File: src/rtl/wb_regfile.sv
// Writeback stage and architectural register file.
// Ports:
//   clk, reset   : clock and synchronous active-high reset.
//   control_in   : MEM/WB control, [2] RegWrite, [1:0] wb_sel.
//   pc_4_in, data_in, alu_in : writeback value sources.
//   regdst_in    : destination register number.
//   raddr1/2     : decode read addresses; rdata1/2 are the read data.
//   wb_we, wb_dst, wb_data : effective writeback this cycle.
//   retire_cnt   : count of committed register writes (wraps).
module wb_regfile #(
    parameter int DATA_W = 32,
    parameter int ADDR_W = 5,
    parameter int BYPASS = 1
) (
    input  logic              clk,
    input  logic              reset,
    input  logic [2:0]        control_in,
    input  logic [DATA_W-1:0] pc_4_in,
    input  logic [DATA_W-1:0] data_in,
    input  logic [DATA_W-1:0] alu_in,
    input  logic [ADDR_W-1:0] regdst_in,
    input  logic [ADDR_W-1:0] raddr1,
    input  logic [ADDR_W-1:0] raddr2,
    output logic [DATA_W-1:0] rdata1,
    output logic [DATA_W-1:0] rdata2,
    output logic              wb_we,
    output logic [ADDR_W-1:0] wb_dst,
    output logic [DATA_W-1:0] wb_data,
    output logic [31:0]       retire_cnt
);

    localparam int NREG = 2 ** ADDR_W;

    localparam logic [1:0] SEL_ALU = 2'b00;
    localparam logic [1:0] SEL_MEM = 2'b01;
    localparam logic [1:0] SEL_PC  = 2'b10;
    localparam logic [1:0] SEL_RSV = 2'b11;

    logic [DATA_W-1:0] r_regs [NREG];
    logic [31:0]       r_retire_cnt;

    logic       w_regwrite;
    logic [1:0] w_sel;
    logic       w_we;

    assign w_regwrite = control_in[2];
    assign w_sel      = control_in[1:0];

    // The reserved selector falls back to the ALU value but never writes.
    always_comb begin
        wb_data = alu_in;
        case (w_sel)
            SEL_ALU: wb_data = alu_in;
            SEL_MEM: wb_data = data_in;
            SEL_PC:  wb_data = pc_4_in;
            default: wb_data = alu_in;
        endcase
    end

    assign w_we = w_regwrite & (w_sel != SEL_RSV)
                & (regdst_in != '0) & ~reset;

    assign wb_we      = w_we;
    assign wb_dst     = w_we ? regdst_in : '0;
    assign retire_cnt = r_retire_cnt;

    // Register 0 is hardwired; reset masks reads so consumers see zero.
    function automatic logic [DATA_W-1:0] f_read(
        input logic [ADDR_W-1:0] a
    );
        logic [DATA_W-1:0] v;
        if (reset || a == '0)
            v = '0;
        else if (BYPASS != 0 && w_we && a == regdst_in)
            v = wb_data;
        else
            v = r_regs[a];
        return v;
    endfunction

    always_comb rdata1 = f_read(raddr1);
    always_comb rdata2 = f_read(raddr2);

    always_ff @(posedge clk) begin
        if (reset) begin
            for (int i = 0; i < NREG; i++)
                r_regs[i] <= '0;
            r_retire_cnt <= '0;
        end else if (w_we) begin
            r_regs[regdst_in] <= wb_data;
            r_retire_cnt      <= r_retire_cnt + 32'd1;
        end
    end

endmodule

File: config.mk
export PLATFORM = sky130hd
export DESIGN_NAME = wb_regfile
export DESIGN_NICKNAME = d
export VERILOG_FILES = /design/src/rtl/wb_regfile.sv
export SDC_FILE = /design/constraint.sdc
export NUM_CORES = 2
export LEC_CHECK = 0
export ABC_AREA = 1
export CAP_MARGIN = 20
export CORE_ASPECT_RATIO = 0.5
export CORE_MARGIN = 2
export CORE_UTILIZATION = 25
export DETAILED_ROUTE_END_ITERATION = 16
export PLACE_DENSITY_LB_ADDON = 0.2
export SYNTH_ARGS = -nofsm -noshare
export SYNTH_HDL_FRONTEND = slang
export SYNTH_SLANG_ARGS = --single-unit
File: constraint.sdc
create_clock -name clk -period 6.35 [get_ports clk]
set_input_delay 1.5875 -clock clk [delete_from_list [all_inputs] [get_ports clk]]
set_output_delay 1.5875 -clock clk [all_outputs]
set_load 0.01 [all_outputs]
# == Word level (Yosys, flattened, before mapping) ==
# Memory sizes are Yosys's and may differ from the RTL's.
# Index checks and enable logic that the tools add are counted.
# word_totals
regBits,32
ramBits,1024
elab_cells,34
mem_count,1
# mem_list
name,words,width,read_ports,rd_clocked_by_memory_dff,write_ports,line_no,rtl
r_regs,32,32,2,0,32,39,logic [DATA_W-1:0] r_regs [NREG];
# classes
add_sub_neg,1
eq_ne,5
muxes,14
bitwise,4
n_reduce_logical,8
# op_table
op,n
32-bit two-way mux,5
32-bit one-hot mux with 2 select lines,1
"32-bit by 1-bit adder with 32-bit output, second input constant",1
32-bit OR reduction,1
5-bit equality test,2
5-bit logical NOT,2
5-bit two-way mux,2
1-bit two-way mux,6
5-bit nonzero test,1
1-bit bitwise AND,3
"2-bit by 1-bit equality test with 1-bit output, second input constant",1
"2-bit equality test, second input constant",1
1-bit logical AND,2
1-bit logical OR,2
"2-bit != test, second input constant",1
1-bit NOT,1

# == Logic depth before layout (Yosys ltp) ==
# logic_depth
word_depth,9
mapped_depth,12
mapped_depth_nobuf,10

# == Least setup slack after synthesis ==
# Ideal clock, no wire load.
# synth_timing
kind,input to output
startpoint,input control_in[0]
endpoint,output rdata2[10]
arrival_time_ps,2960
required_time_ps,4762
setup_slack_ps,1802
path_stages,9
n_path_buf,1
cell_sequence,inv_1 ha_1 inv_2 clkbuf_1 nand3_1 o21ai_1 inv_1 o21ai_0 a21oi_1
# synth_lines
element,line_no,rtl
start: declaration,17,"input logic [2:0] control_in,"
2-bit equality test or 2-bit by 1-bit equality test with 1-bit output (tied branches),52,case (w_sel)
32-bit one-hot mux with 2 select lines (*),52,
via wb_data[10],28,"output logic [DATA_W-1:0] wb_data,"
32-bit two-way mux (*),74,else if (BYPASS != 0 && w_we && a == regdst_in)
32-bit two-way mux (*),72,if (reset || a == '0)
end: declaration,25,"output logic [DATA_W-1:0] rdata2,"
# Mark *: on every way through the listed nets, which the timed path passes. The rest lies on a longest branch.

# == Worst setup path in the final report ==
# layout_timing
startpoint,input control_in[0]
endpoint,output rdata2[30]
# layout_between
elab_chain_len,7
# layout_lines
element,line_no,rtl
2-bit != test,60,assign w_we = w_regwrite & (w_sel != SEL_RSV)
1-bit bitwise AND,60,
1-bit bitwise AND (2 in series),61,& (regdst_in != '0) & ~reset;
1-bit logical AND,74,
32-bit two-way mux (*),74,
32-bit two-way mux (*),72,
# Every way passes the cells marked *; elsewhere a longest branch is shown, timed or not.

==> results by group <==
Status
  • Outcome: finished, final reports clean

Routing
  • Total number of vias: 56,874
  • Routed Antenna Nets: 0
  • Residual DRC: 0
  • Drt wl/cell: 26.97 µm
  • Drt first pass iters: 6
  • DR WL met2: 130,400 µm
  • WL met1: 124,600 µm
  • DR WL met3: 26,960 µm
  • Via density: 5.165
  • Final wirelength: 297,000 µm
  • Uppermost layer routed: met5
  • DRT iter0 DRCs: 7,537

Logic synthesis
  • Post-synth EDFFs: 1,024
  • Area leader, netlist: edfxtp_1
  • Register bit total from synthesis: 1,056
  • Syn Area/Cell: 7.659 µm²
  • Netlist cell types: 34
  • Ranking of synthesized cells by area: edfxtp_1 (52%), nand2_1 (14%), nor2_1 (10%), nand3_1 (7.9%), o21ai_0 (4.2%)
  • Cell count after synthesis: 7,721
  • Ys async rst share: 0%
  • Most common cell in the netlist: nand2_1
  • Ys flop type: edfxtp_1
  • Share of the synthesized area in the top cell type: 52.00%
  • Most frequent cells after synthesis: nand2_1 (2,280), nor2_1 (1,601), edfxtp_1 (1,024)
  • Synthesized cell area: 0.05913 mm²
  • Sequential area share after synthesis: 53.08%
  • Synth Warn #: 0

Power
  • P_sw: 0.005537 W
  • Leak: 27.89 nW
  • Comb pwr share: 17.4%
  • Worst vdd ir: 202.6 µV
  • Pint: 0.01245 W
  • Switching share of power: 30.79%
  • Seq pwr share: 45.4%
  • P per Cell Area: 255.7 mW/mm²
  • Design Power: 0.01798 W
  • Clock network power share: 37.1%

Floorplan
  • # IOs: 250
  • Die W: 691.8 µm
  • Die area: 0.2407 mm²
  • Initial Utilization: 25.11%
  • # rows: 126
  • Die Height: 347.9 µm
  • Core area: 0.2355 mm²

STA
  • Hold Slack: 0.5076 ns
  • Final clock skew: 0.008229 ns
  • Max-slew headroom at the worst pin: 25.41%
  • FMAX: 161.6 MHz
  • Final hold vios: 0
  • Total negative slack: 0 ns
  • Worst Tran Pin Value: 1.110 ns
  • Final Setup Violations: 0
  • RSZ-0062 raised after global routing: false
  • Final clock period utilization by the worst path: 97.45%
  • Slew Viols, Final: 0
  • Final critical-path required period: 6.188 ns

Placement
  • Hpwl dp: 174,100 µm
  • Placed cell area: 0.06679 mm²
  • I/O Buffers: 249
  • Final GP Congestion: 0.8719

Clock network
  • CTS tree: yes
  • Post-CTS Resized: 0
  • CTS Buf Count: 114
  • Worst-skew pair later-pin latency: 0.74 ns
  • Clk root buf: clkbuf_16
  • CTS max path bufs: 3
  • Clock tree sinks: 1,056
  • CTS clk-pin slew, worst paths: 0.06 ns
  • Hold buffer count at CTS: 0
  • Post-CTS setup buffers: 0
  • H-tree Lvls: 3

Final layout
  • Fin util: 29.85%
  • Layout cells sized above 1: 7.407%
  • NumNets Final: 7,895
  • Synth-to-Final Area Change: 18.91%
  • Finished Cell Area: 0.07031 mm²

GRT
  • Vias in the first global route: 53,201
  • Pin count of the biggest net entering global routing: 118
  • GRT Total Usage: 23.92%
  • Remaining Overflow, GRT: 0
  • Antenna violations before repair: 6
  • First-pass GRT wire length: 412,100 µm

Worst setup path
  • Arr. time, crit path: 4.60 ns
  • Top fanout value on the critical path: 3
  • CP Launch Type: input pin
  • Req. time, crit path: 4.76 ns
  • CP Capture Type: primary output
  • Critical path type: input pin to primary output

Min path
  • Worst hold path class: flip-flop to flip-flop

Job
  • Max Cap Viol: 0
-- kinds of logic after synthesis --
kind of cell	count (synthesis)	synth area share, %
simple gates	4860	33.08
xor+xnor	12	0.1777
fa+ha+maj	4	0.08464
compound gates	878	7.463
other cells	1	0.006342
flops	1056	53.08
buf+inv	910	6.106
-- state kept, by name, indices dropped and copies added (netlist names) --
signal / count
r_regs: 1024
retire_cnt: 32
-- path summary, 6_finish.rpt --
check	from	endpoint	slack (ns)	cells past startpoint
max reg2reg	retire_cnt[1]$_SDFFE_PP0N_	retire_cnt[20]$_SDFFE_PP0N_	4.44	8
max	control_in[0]	rdata2[30]	0.16	8
min	retire_cnt[31]$_SDFFE_PP0N_	retire_cnt[31]$_SDFFE_PP0N_	0.51	2
min reg2reg	retire_cnt[31]$_SDFFE_PP0N_	retire_cnt[31]$_SDFFE_PP0N_	0.51	2
-- routing by layer --
layer	up-vias	global-route usage, %
li1	25442	-
met1	27966	32.23
met2	2893	37.34
met3	571	4.316
met4	2	10.94
met5	-	0
-- power groups by stage --
stage	logic (W)	clock network (W)	registers, W
floorplan	0.00153	0	0.00828
global placement	0.00308	0	0.00831
detailed placement	0.00309	0	0.00831
CTS	0.00309	0.00676	0.00816
global route	0.00332	0.00702	0.00821
finish	0.00314	0.00668	0.00817
-- placed cells by master (no fill, tap or decap), drive strengths merged, types with 23 or more instances in the layout --
master | Yosys | final
edfxtp | 1024 | 1024
a21oi | 346 | 346
nand2 | 2281 | 2281
dfxtp | 32 | 32
clkdlybuf4s50 | 0 | 238
o21ai | 525 | 525
inv | 264 | 266
clkinv | 2 | 53
nor2 | 1603 | 1603
conb | 1 | 32
nor3 | 23 | 23
nand3 | 928 | 928
buf | 211 | 313
clkbuf | 433 | 149
-- worst max-delay path, cell delays in order --
cell and delay [ns]:
clkdlybuf4s50_1 0.47, ha_1 0.25, nor3b_2 0.35, nand2_2 0.15, nor2_1 0.23, nand3_1 0.15
a21oi_1 0.71, clkdlybuf4s50_1 0.69
-- area by class of cell --
class                           instances  area [µm²]
Multi-Input combinational cell       5786       24770
Clock inverter                         63       490.5
Sequential cell                      1056       31390
Timing Repair Buffer                  551        5670
Antenna cell                            5       12.51
Inverter                              266        1028
Clock buffer                          149        3027
Tap cell                             3136        3924
Fill cell                           25124      165200
-- metrics by stage --
stage / setup WS, ns / instances
floorplan: 1.802 / 7752
global placement: 0.2090 / 10795
detailed placement: 0.2201 / 10795
CTS: 0.2139 / 11007
global route: 0.1484 / 11010
finish: 0.1619 / 11012
Power figures use the tool's default switching activity.
